### config.mk
export PLATFORM = sky130hd
export DESIGN_NAME = fft_sample_framer
export DESIGN_NICKNAME = d
export VERILOG_FILES = /design/src/rtl/fft_pkg.sv /design/src/rtl/frame_bank_ram.sv /design/src/rtl/fft_sample_framer.sv
export SDC_FILE = /design/constraint.sdc
export NUM_CORES = 1
export LEC_CHECK = 0
export CAP_MARGIN = 10
export CELL_PAD_IN_SITES_DETAIL_PLACEMENT = 1
export CELL_PAD_IN_SITES_GLOBAL_PLACEMENT = 2
export CORE_UTILIZATION = 48
export CTS_CLUSTER_DIAMETER = 200
export DETAILED_ROUTE_END_ITERATION = 8
export MAX_ROUTING_LAYER = met4
export PLACE_DENSITY = 0.8
export SLEW_MARGIN = 20
export SYNTH_ARGS = -nofsm -noshare
export SYNTH_HDL_FRONTEND = slang
export SYNTH_SLANG_ARGS = --single-unit
### constraint.sdc
create_clock -name clk -period 3.9 [get_ports clk]
set_input_delay 0.78 -clock clk [delete_from_list [all_inputs] [get_ports clk]]
set_output_delay 0.78 -clock clk [all_outputs]
set_load 0.05 [all_outputs]
### src/rtl/fft_pkg.sv
// Shared definitions for the FFT input framer.
//   FFT_WIDTH     : default sample width (equals the serial shift register width)
//   FFT_LOG2N     : default log2 of the frame length
//   FFT_MAX_LOG2N : widest index the bitrev helper supports
//   fft_word_t    : one sample word at the default width
//   bitrev()      : reverses the low log2n bits of a sample index
package fft_pkg;

    localparam int FFT_WIDTH     = 8;
    localparam int FFT_LOG2N     = 3;
    localparam int FFT_MAX_LOG2N = 16;

    typedef logic [FFT_WIDTH-1:0] fft_word_t;

    // Shift-based reversal keeps every bit select constant. Bit k of idx
    // lands at position log2n-1-k; bits at and above log2n come out as zero.
    function automatic logic [FFT_MAX_LOG2N-1:0] bitrev(
        input logic [FFT_MAX_LOG2N-1:0] idx,
        input int                       log2n
    );
        logic [FFT_MAX_LOG2N-1:0] r;
        logic [FFT_MAX_LOG2N-1:0] t;
        r = '0;
        t = idx;
        for (int i = 0; i < FFT_MAX_LOG2N; i++) begin
            if (i < log2n) begin
                r = {r[FFT_MAX_LOG2N-2:0], t[0]};
                t = t >> 1;
            end
        end
        return r;
    endfunction

endpackage

### src/rtl/frame_bank_ram.sv
// Two-bank sample store: 2*N words of WIDTH bits.
// The storage array has no reset. Only the read data register is cleared by reset.
//   clk, reset  : system clock and synchronous active-high reset (read register only)
//   i_we        : write enable
//   i_wr_bank   : bank to write
//   i_wr_addr   : word address within the write bank
//   i_wr_data   : word to write
//   i_rd_bank   : bank to read
//   i_rd_addr   : word address within the read bank
//   o_rd_data   : registered read data, one cycle after address
module frame_bank_ram
    import fft_pkg::*;
#(
    parameter int WIDTH = FFT_WIDTH,
    parameter int LOG2N = FFT_LOG2N
) (
    input  logic             clk,
    input  logic             reset,
    input  logic             i_we,
    input  logic             i_wr_bank,
    input  logic [LOG2N-1:0] i_wr_addr,
    input  logic [WIDTH-1:0] i_wr_data,
    input  logic             i_rd_bank,
    input  logic [LOG2N-1:0] i_rd_addr,
    output logic [WIDTH-1:0] o_rd_data
);

    localparam int DEPTH = 2 * (2 ** LOG2N);

    logic [WIDTH-1:0] r_mem [DEPTH];
    logic [WIDTH-1:0] r_rd_data;

    always_ff @(posedge clk) begin
        if (i_we) begin
            r_mem[{i_wr_bank, i_wr_addr}] <= i_wr_data;
        end
    end

    always_ff @(posedge clk) begin
        if (reset) begin
            r_rd_data <= '0;
        end else begin
            r_rd_data <= r_mem[{i_rd_bank, i_rd_addr}];
        end
    end

    assign o_rd_data = r_rd_data;

endmodule

### src/rtl/fft_sample_framer.sv
// Frames serial-in shift register words into a ping-pong buffer for the FFT.
//   clk           : system clock
//   reset         : synchronous active-high, shared with the upstream shift register
//   en            : serial bit enable (same as the shift register's enable)
//   shift_word    : parallel word from the shift register
//   rd_addr       : FFT read address within the read bank
//   rd_data       : word at rd_addr in the read bank, one cycle later
//   frame_valid   : read bank holds a complete frame
//   frame_release : FFT has consumed the read bank
//   word_strobe   : pulses on every capture attempt (written or dropped)
//   overrun       : sticky, at least one sample dropped since reset
//
// Handshake: frame_valid stays high while the read bank is full. A one-cycle
// frame_release while frame_valid=1 frees that bank and moves the read pointer
// to the other bank at the same edge; frame_release while frame_valid=0 is ignored.
module fft_sample_framer
    import fft_pkg::*;
#(
    parameter int WIDTH  = FFT_WIDTH,
    parameter int LOG2N  = FFT_LOG2N,
    parameter bit BITREV = 1'b1
) (
    input  logic             clk,
    input  logic             reset,
    input  logic             en,
    input  logic [WIDTH-1:0] shift_word,
    input  logic [LOG2N-1:0] rd_addr,
    output logic [WIDTH-1:0] rd_data,
    output logic             frame_valid,
    input  logic             frame_release,
    output logic             word_strobe,
    output logic             overrun
);

    localparam int CW = (WIDTH > 1) ? $clog2(WIDTH) : 1;
    localparam logic [CW-1:0]    BIT_LAST  = CW'(WIDTH - 1);
    localparam logic [LOG2N-1:0] SAMP_LAST = LOG2N'((2 ** LOG2N) - 1);

    logic [CW-1:0]    r_bit_cnt;
    logic [LOG2N-1:0] r_samp_idx;
    logic             r_wb;
    logic             r_rb;
    logic [1:0]       r_full;
    logic             r_capture_pend;
    logic             r_overrun;

    logic             w_bit_last;
    logic             w_wr_ok;
    logic             w_drop;
    logic             w_samp_last;
    logic             w_release;
    logic [LOG2N-1:0] w_wr_addr;
    logic [1:0]       w_full_next;

    assign w_bit_last  = en && (r_bit_cnt == BIT_LAST);
    // The shift register loads the last bit on the same edge that sets
    // capture_pend, so the word is complete during the capture_pend cycle.
    assign w_wr_ok     = r_capture_pend && !r_full[r_wb];
    assign w_drop      = r_capture_pend &&  r_full[r_wb];
    assign w_samp_last = (r_samp_idx == SAMP_LAST);
    assign w_release   = frame_release && r_full[r_rb];
    assign w_wr_addr   = BITREV ? LOG2N'(bitrev(FFT_MAX_LOG2N'(r_samp_idx), LOG2N))
                                : r_samp_idx;

    // Release and completion can never target the same bank in one cycle:
    // completion needs that bank empty, release needs it full. A capture into
    // a bank being released sees the pre-edge full bit and is dropped.
    always_comb begin
        w_full_next = r_full;
        if (w_release) begin
            w_full_next[r_rb] = 1'b0;
        end
        if (w_wr_ok && w_samp_last) begin
            w_full_next[r_wb] = 1'b1;
        end
    end

    always_ff @(posedge clk) begin
        if (reset) begin
            r_bit_cnt      <= '0;
            r_samp_idx     <= '0;
            r_wb           <= 1'b0;
            r_rb           <= 1'b0;
            r_full         <= 2'b00;
            r_capture_pend <= 1'b0;
            r_overrun      <= 1'b0;
        end else begin
            if (en) begin
                r_bit_cnt <= w_bit_last ? '0 : r_bit_cnt + 1'b1;
            end
            r_capture_pend <= w_bit_last;
            if (w_wr_ok) begin
                r_samp_idx <= w_samp_last ? '0 : r_samp_idx + 1'b1;
                if (w_samp_last) begin
                    r_wb <= ~r_wb;
                end
            end
            if (w_release) begin
                r_rb <= ~r_rb;
            end
            r_full <= w_full_next;
            if (w_drop) begin
                r_overrun <= 1'b1;
            end
        end
    end

    frame_bank_ram #(
        .WIDTH (WIDTH),
        .LOG2N (LOG2N)
    ) u_ram (
        .clk       (clk),
        .reset     (reset),
        .i_we      (w_wr_ok),
        .i_wr_bank (r_wb),
        .i_wr_addr (w_wr_addr),
        .i_wr_data (shift_word),
        .i_rd_bank (r_rb),
        .i_rd_addr (rd_addr),
        .o_rd_data (rd_data)
    );

    assign frame_valid = r_full[r_rb];
    assign word_strobe = r_capture_pend;
    assign overrun     = r_overrun;

endmodule
# ---- Word level (Yosys, flattened, before mapping)
# Memory sizes are Yosys's and may differ from the RTL's. A register that Yosys moved wholly into a read port is not among the register bits.
# Index checks and enable logic that the tools add are counted.
dict set report word_totals {
  output_inout_bits 11
  input_bits 15
  n_memories 1
  ff_bits 12
  ram_bits 128
}
# memory depth word_bits read_ports rd_clocked_by_memory_dff write_ports line
set mem_list {}
lappend mem_list {u_ram.r_mem 16 8 1 1 1 frame_bank_ram.sv:30} ;# logic [WIDTH-1:0] r_mem [DEPTH];
dict set report op_classes {
  mux 14
  reduce_logical 9
  n_bitwise 5
  addsub 2
  n_eq_ne 2
  magnitude_cmp 4
}
# operator n
set op_table {}
lappend op_table {{$mux 1} 8}
lappend op_table {{$logic_and 1x1->1} 7}
lappend op_table {{$add 3x1->3 const B} 2}
lappend op_table {{$eq 3x3->1 const B} 2}
lappend op_table {{$mux 3} 2}
lappend op_table {{$lt 1x2->1 const B} 2}
lappend op_table {{$mux 2} 2}
lappend op_table {{$and 2x2->2} 1}
lappend op_table {{$demux 1 s1} 2}
lappend op_table {{$ge 1x1->1 const B} 2}
lappend op_table {{$not 1->1} 2}
lappend op_table {{$not 2->2} 1}
lappend op_table {{$or 2x2->2} 1}
lappend op_table {{$reduce_and 2->1} 1}
lappend op_table {{$logic_not 1->1} 1}

# ---- Depth between registers and ports, before layout
# Gate-level depths: netlist (run 1).
dict set report logic_depth {
  word_depth 9
  depth_mapped 6
  ltp_nobuf 5
}

# ---- Hierarchy
# From an unflattened synthesis (run 1), not the netlist that was laid out.
dict set report hier_totals {
  cells_unflattened 316
  hier_area_um2 5800.6
}
# mod seq_area_each_um2 area_per_inst_um2 instances cells_per_inst
set by_module_without_submodules {}
lappend by_module_without_submodules {frame_bank_ram 4003.8 5282.6 1 259}
lappend by_module_without_submodules {fft_sample_framer 240.2 518.0 1 57}

# ---- Least setup slack after synthesis (run 1)
# No wires, ideal clock.
dict set report synth_path {
  path_type {register to register}
  from {reg r_capture_pend, in the netlist word_strobe}
  to {mem u_ram.r_mem[0][0] in the netlist's numbering, enable pin}
  path_stages_with_launch 3
  setup_time_ns 0.398
  period_less_slack_ns 2.232
  t_required_ns 3.502
  setup_slack_ns 1.668
  arrival_time_ns 1.834
  path_buffers 0
  path_cell_list {dfxtp_1 > nand2_2 > nor4b_1}
}
dict set report synth_via {
  elab_chain_cells 3
}
# element line
set synth_lines {}
lappend synth_lines {{start: declaration} fft_sample_framer.sv:44} ;# logic r_capture_pend;
lappend synth_lines {{start signal: assignment} fft_sample_framer.sv:91} ;# r_capture_pend <= w_bit_last;
lappend synth_lines {{$logic_and 1x1->1} fft_sample_framer.sv:58} ;# assign w_wr_ok = r_capture_pend && !r_full[r_wb];
lappend synth_lines {{$mux 1} frame_bank_ram.sv:34} ;# if (i_we) begin
lappend synth_lines {{$mux 1 (not written as such)} frame_bank_ram.sv:35} ;# r_mem[{i_wr_bank, i_wr_addr}] <= i_wr_data;
lappend synth_lines {{end: declaration} frame_bank_ram.sv:30}
# Every way passes these cells.

# ---- Worst setup path in the final report (run 1)
dict set report layout_path {
  from {reg r_rb}
  to {out frame_valid}
}
dict set report layout_via {
  elab_chain_cells 2
}
# element line
set layout_lines {}
lappend layout_lines {{start: declaration} fft_sample_framer.sv:42} ;# logic r_rb;
lappend layout_lines {{start signal: assignment} fft_sample_framer.sv:99} ;# r_rb <= ~r_rb;
lappend layout_lines {{$mux 1 (not written as such) (2 in a row)} fft_sample_framer.sv:123} ;# assign frame_valid = r_full[r_rb];
lappend layout_lines {{end: declaration} fft_sample_framer.sv:29} ;# output logic frame_valid,
# Every way passes these cells. The select of a mux whose other input is x is not followed.

==> impl_results.md, run 1 <==
- Share of the synthesized area in the top cell type: 65.80%
- Sequential Power Share: 48.2%
- Critical path endpoint category: output port
- Clock Path Buffers: 2
- Sw Pwr: 0.7162 mW
- Status: finished, violations left
- Total track usage: 22.83%
- Hold path depth: 2
- Internal power: 2.876 mW
- Period utilization: 69.96%
- Worst Reg-to-Reg Cells: 4
- Max-slew headroom: 28.82%
- Post-DP Area: 6223 um^2
- ANT cells: 0
- Most frequent cells in the layout: edfxtp_1 (128), mux2i_1 (48), clkdlybuf4s50_1 (24), nand2_1 (22), dfxtp_1 (20)
- DRC: 4
- Core Util, Final: 58.71%
- Unrepaired setup endpoints after global routing: no
- Failing checks: design-rule violations
- Worst R2R Setup Slack: 1.22 ns
- Comb pwr share: 4.5%
- Synth Instances: 355
- Share of total power in the clock network: 47.4%
- Root buffer cell: clkbuf_16
- Initial Util: 50.09%
- Setup slack after layout: 1.172 ns
- Critical Path RT: 3.12 ns
- TritonCTS clock tree: yes
- Crit path kind: reg -> out
- Count of cell types in the netlist: 42
- Predominant post-synthesis flop cell: edfxtp_1
- First-pass GRT wire length: 19710 um
- EDFF count, synth: 128
- CTS sink cnt: 148
- Total power: 3.592 mW
- Hold_sp: overrun$_SDFFE_PP0P_
- TNS Setup: 0 ns
- Final setup vio count: 0
- Design area: 6847 um^2
- Placed insts: 513
- Rows: 39
- Via Count: 3180
- Hold_buf cts: 0
- Crit start category: flip-flop
- Clk slew on worst S/H paths: 0.06 ns
- LEAKAGE: 2.400 nW
- Ports: 26
- Post-synth ARST share: 0%
- Core region area: 11660 um^2
- Hold slack: 0.4761 ns
- MaxCap Viol Count: 0
- Fin cells: 545
- Setup Skew: 0.01198 ns
- Commonest non-fill, non-tap cell in the layout: edfxtp_1
- Antenna-violating nets left: 0
- Worst-path fanout max: 8
- RR Startpoint: r_wb$_SDFFE_PP0N_
- Seq/Total Area, Yosys: 72.65%
- Grt ovf: 0
- Cells resized by post-CTS repair: 0
- Power Density: 524.7 nW/um^2
- Pre-CTS WS: 1.077 ns
- Peak Freq: 0.3665 GHz
- Area added between synthesis and finish: 17.20%
- H-tree depth: 4
- Data arrival, critical path: 1.95 ns
- Worst hold endpoint: overrun$_SDFFE_PP0P_
- Routed wire per std cell: 23.44 um
- Synth Net Count: 374
- RR Endpoint: u_ram.r_mem[5][3]$_DFFE_PP_
- DRT iter0 DRCs: 210
- GP Congestion: 0.7426
- Netlist Area Pre-Place: 5842 um^2
- Filler cells: 1046
- Share of layout cells above drive strength 1: 12.69%
- Worst slew pin tran: 1.064 ns
- Die X-Extent: 112.3 um
- Total Wirelength: 12780 um
- Hold Path Class: reg -> reg
- Die Area: 12620 um^2
- Final Hold Viols: 0
- Worst VDD drop: 0.3199 mV
- Mean Syn Cell Area: 16.46 um^2
- Nets@finish: 408
- DP Wirelength: 8204 um
- Final worst path period need: 2.728 ns
- Flops & latches, synth: 148
- Initial antenna violation count: 0
- Pre-antenna DRT Iters: 8
- Die Y: 112.3 um
- Synth top area cells: edfxtp_1 (66%), mux2i_1 (8.2%), dfxtp_1 (6.9%), mux4_1 (2.7%), a22oi_1 (2.2%)
- Largest net degree at the start of global routing: 28
- Vias in the first global route: 3490
- Largest area contributor in the netlist: edfxtp_1
- Clk_lat worst skew: 0.42 ns
- Sw Ratio: 19.94%
- Num CTS Buffers: 17
- Postcts setup bufs: 0
- Max-slew violation count: 0
- Via/cell ratio: 5.835
- IO Port Bufs: 25
- YS warnings: 0
- Worst setup path start: r_rb$_SDFFE_PP0N_
-- registers in the layout (all words and copies together) (netlist names) --
signal and cells:
r_rb 1, r_bit_cnt 3, u_ram.o_rd_data 8, r_full 2, r_wb 1, overrun 1
word_strobe 1, u_ram.r_mem 128, r_samp_idx 3
-- power groups by stage --
stage / clock network (mW) / registers [mW] / logic (mW)
2_1_floorplan: 0 / 1.78 / 0.0769
3_3_place_gp: 0 / 1.76 / 0.157
3_5_place_dp: 0 / 1.76 / 0.162
4_1_cts: 1.73 / 1.73 / 0.163
5_1_grt: 1.78 / 1.73 / 0.172
6_report: 1.70 / 1.73 / 0.161
-- worst max-delay path: stages (launching register included) --
cell and delay [ns]:
dfxtp_1 0.47, mux2_2 0.37, clkdlybuf4s50_1 0.70
-- cell usage after synthesis (2+ instances only) --
| cell type | instances |
|---|---|
| a211oi_1 | 3 |
| a21oi_1 | 9 |
| a221oi_1 | 3 |
| a22oi_1 | 17 |
| and2_1 | 2 |
| buf_1 | 2 |
| buf_2 | 2 |
| buf_4 | 4 |
| buf_6 | 3 |
| clkbuf_1 | 7 |
| dfxtp_1 | 20 |
| edfxtp_1 | 128 |
| ha_1 | 4 |
| inv_1 | 3 |
| mux2_2 | 2 |
| mux2i_1 | 48 |
| mux4_1 | 6 |
| nand2_1 | 22 |
| nand2b_1 | 5 |
| nand3_1 | 8 |
| nand3b_1 | 4 |
| nor2_1 | 17 |
| nor2b_1 | 6 |
| nor3_1 | 3 |
| nor4_1 | 3 |
| o21ai_1 | 4 |
| o22ai_1 | 5 |
-- per-layer routing --
layer / part of all wire [%] / track usage (%) / up-vias
li1: - / - / 1452
met1: 42 / 25.85 / 1635
met2: 53 / 39.42 / 77
met3: 3.7 / 6.048 / 16
met4: 1.6 / 7.556 / 0
met5: 0 / - / -
-- logic make-up (layout without fill, tap and decap cells) --
family          after synthesis  count (layout)  share of synthesized area (%)
simple gates                 76              76                          6.490
flops                       148             148                          72.65
buf+inv                      23              70                          2.634
fa+ha+maj                     4               4                         0.8567
mux                          58              58                          11.93
compound gates               46              46                          5.440
-- layout make-up --
type | instances | area, um^2 | share of cell area (%)
Clock inverter | 8 | 121.4 | 1.773
Clock buffer | 24 | 501.7 | 7.328
Inverter | 3 | 11.26 | 0.1645
Multi-Input combinational cell | 184 | 1456 | 21.27
Tap cell | 143 | 178.9 | 2.613
Timing Repair Buffer | 35 | 332.8 | 4.861
Sequential cell | 148 | 4244 | 61.99
-- how the worst max path moves through the flow --
stage / endpoint / cells after the start
global placement: u_ram.o_rd_data[6]$_SDFF_PP0_ / 4
global route: u_ram.r_mem[5][3]$_DFFE_PP_ / 4
CTS: frame_valid / 2
finish: frame_valid / 2
floorplan: u_ram.r_mem[0][0]$_DFFE_PP_ / 2
detailed placement: u_ram.o_rd_data[5]$_SDFF_PP0_ / 6
Power figures use the tool's default switching activity.
==> run 2: changes to the inputs <==
--- a/config.mk
+++ b/config.mk
@@ -8,11 +8,11 @@
 export CAP_MARGIN = 10
 export CELL_PAD_IN_SITES_DETAIL_PLACEMENT = 1
 export CELL_PAD_IN_SITES_GLOBAL_PLACEMENT = 2
-export CORE_UTILIZATION = 48
+export CORE_UTILIZATION = 40
 export CTS_CLUSTER_DIAMETER = 200
 export DETAILED_ROUTE_END_ITERATION = 8
 export MAX_ROUTING_LAYER = met4
-export PLACE_DENSITY = 0.8
+export PLACE_DENSITY = 0.71
 export SLEW_MARGIN = 20
 export SYNTH_ARGS = -nofsm -noshare
 export SYNTH_HDL_FRONTEND = slang
==> constraint.sdc (replaced) <==
create_clock -name clk -period 2.22 [get_ports clk]
set_input_delay 0.444 -clock clk [delete_from_list [all_inputs] [get_ports clk]]
set_output_delay 0.444 -clock clk [all_outputs]
set_load 0.05 [all_outputs]
==> impl_results.md, run 2 (same netlist as run 1, synthesis figures left out) <==
- Final Hold Viols: 0 (unchanged)
- Data arrival, critical path: 1.67 ns (-0.28 ns)
- Ports: 26 (unchanged)
- Largest net degree at the start of global routing: 28 (unchanged)
- Initial antenna violation count: 0 (unchanged)
- Antenna-violating nets left: 0 (unchanged)
- Clk slew on worst S/H paths: 0.05 ns (about the same)
- Filler cells: 1347 (+29%)
- Critical Path RT: 1.78 ns (-1.34 ns)
- Fin cells: 598 (+9.7%)
- Placed insts: 568 (+11%)
- Max-slew violation count: 0 (unchanged)
- DP Wirelength: 8679 um (+5.8%)
- Most frequent cells in the layout: edfxtp_1 (128), mux2i_1 (48), buf_4 (27), clkdlybuf4s50_1 (23), nand2_1 (22)
- Period utilization: 95.01%
- CP delay by family, top: buffers and inverters
- Buf+Inv Stages, Crit Path: 1 (unchanged)
- Core region area: 14040 um^2 (+20%)
- Vias in the first global route: 3426 (-1.8%)
- Grt ovf: 0 (unchanged)
- Setup Skew: 0.01028 ns (-0.001699 ns)
- Nets@finish: 426 (+4.4%)
- Unrepaired setup endpoints after global routing: no
- Power Density: 868.8 nW/um^2 (+66%)
- Max stage delay on crit path: 0.84 ns (+0.14 ns)
- TritonCTS clock tree: yes
- Largest Register: u_ram.r_mem
- Area added between synthesis and finish: 19.08%
- Worst VDD drop: 0.4897 mV (+53%)
- Status: completed
- Clock Path Buffers: 2 (unchanged)
- DRC: 0 (-4)
- ANT cells: 0 (unchanged)
- Final worst path period need: 2.109 ns
- Critical path's slowest cell: clkdlybuf4s50_1
- CTS sink cnt: 148 (unchanged)
- Worst-path fanout max: 5 (-3)
- Routed wire per std cell: 21.63 um (-7.7%)
- Total track usage: 19.50% (-3.3 points)
- Critical path endpoint category: output port
- Num CTS Buffers: 17 (unchanged)
- Commonest non-fill, non-tap cell in the layout: edfxtp_1
- Hold slack: 0.4798 ns (+0.003739 ns)
- LEAKAGE: 2.456 nW (+2.3%)
- Die Y: 122.9 um (+9.4%)
- H-tree depth: 4 (unchanged)
- Rows: 43 (+10%)
- Peak Freq: 0.4741 GHz
- IO Port Bufs: 25 (unchanged)
- Via Count: 3177 (-0.094%)
- Die Area: 15090 um^2 (+20%)
- DRT iter0 DRCs: 159 (-24%)
- Share of layout cells above drive strength 1: 14.35% (+1.7 points)
- Final setup vio count: 0 (unchanged)
- Root buffer cell: clkbuf_16
- Die X-Extent: 122.9 um (+9.4%)
- Initial Util: 41.60% (-8.5 points)
- MaxCap Viol Count: 0 (unchanged)
- Postcts setup bufs: 0 (unchanged)
- Setup slack after layout: 0.1107 ns (-1.061 ns)
- Via/cell ratio: 5.313 (-8.9%)
- Pre-antenna DRT Iters: 5 (-3)
- Cells resized by post-CTS repair: 1 (+1)
- Crit start category: flip-flop
- Pre-CTS WS: -0.04222 ns (-1.119 ns)
- CP Cell Sequence: clkdlybuf4s50_1
- Max-slew headroom: 38.99% (+10 points)
- GP Congestion: 0.7570 (+1.9%)
- Hold_buf cts: 0 (unchanged)
- Clk_lat worst skew: 0.41 ns (about the same)
- First-pass GRT wire length: 19530 um (-0.91%)
- Crit path kind: reg -> out
- Largest register FFs: 128 (unchanged)
- Total Wirelength: 12940 um (+1.3%)
- Worst slew pin tran: 0.9133 ns (-0.1506 ns)
- Hold Path Class: reg -> reg
==> run 2: layer usage <==
| layer | track usage [%] | up-vias | part of all wire (%) |
|---|---|---|---|
| li1 | - | 1485 | - |
| met5 | - | - | 0 |
| met3 | 4.879 | 19 | 4.6 |
| met4 | 7.470 | 0 | 1.9 |
| met2 | 32.79 | 83 | 51 |
| met1 | 22.39 | 1590 | 42 |
==> run 2: tightest hold or removal path, cell delays in order, from the launching register on <==
cell      delay (ns)
dfxtp_1         0.31
nand2b_1        0.07
a21oi_1         0.05
==> run 2: power breakdown <==
group	total, mW	switching (mW)	internal (mW)
Clock	2.71	0.982	1.73
Sequential	3.04	0.00725	3.03
Combinational	0.292	0.180	0.112
Total	6.04	1.17	4.87
==> run 2: stage by stage <==
stage	TNS [ns]	total power, mW	cell area (um^2)	util, %
2_1_floorplan	0	3.270	5848	-
3_3_place_gp	-0.02282	3.390	6405	45.61
3_5_place_dp	-0.1157	3.395	6405	45.61
4_1_cts	0	6.101	6957	49.54
5_1_grt	0	6.219	6957	49.54
6_report	0	6.044	6957	49.54
==> run 2: path summary, 6_finish.rpt <==
path / from / end / slack [ns] / cells after the start
worst min register to register: r_bit_cnt[1]$_SDFFE_PP0P_ / r_bit_cnt[1]$_SDFFE_PP0P_ / 0.48 / 2
worst max-delay path: word_strobe$_SDFF_PP0_ / word_strobe / 0.11 / 1
worst min-delay path: r_bit_cnt[1]$_SDFFE_PP0P_ / r_bit_cnt[1]$_SDFFE_PP0P_ / 0.48 / 2
worst max register to register: r_wb$_SDFFE_PP0N_ / u_ram.r_mem[2][0]$_DFFE_PP_ / 0.28 / 5
==> run 2: layout make-up <==
class / instances / area [um^2] / share of cell area, %
Timing Repair Buffer: 53 / 466.7 / 6.709
Clock buffer: 21 / 440.4 / 6.331
Sequential cell: 148 / 4244 / 61.01
Clock inverter: 9 / 112.6 / 1.619
Multi-Input combinational cell: 184 / 1456 / 20.94
Inverter: 3 / 11.26 / 0.1619
Tap cell: 180 / 225.2 / 3.237
==> run 3: changes to the inputs <==
--- a/config.mk
+++ b/config.mk
@@ -11,6 +11,7 @@
 export CORE_UTILIZATION = 40
 export CTS_CLUSTER_DIAMETER = 200
 export DETAILED_ROUTE_END_ITERATION = 8
+export GPL_ROUTABILITY_DRIVEN = 0
 export MAX_ROUTING_LAYER = met4
 export PLACE_DENSITY = 0.71
 export SLEW_MARGIN = 20
==> results of run 3 <==
Final layout, timing and power as in run 2 (identical DEF).
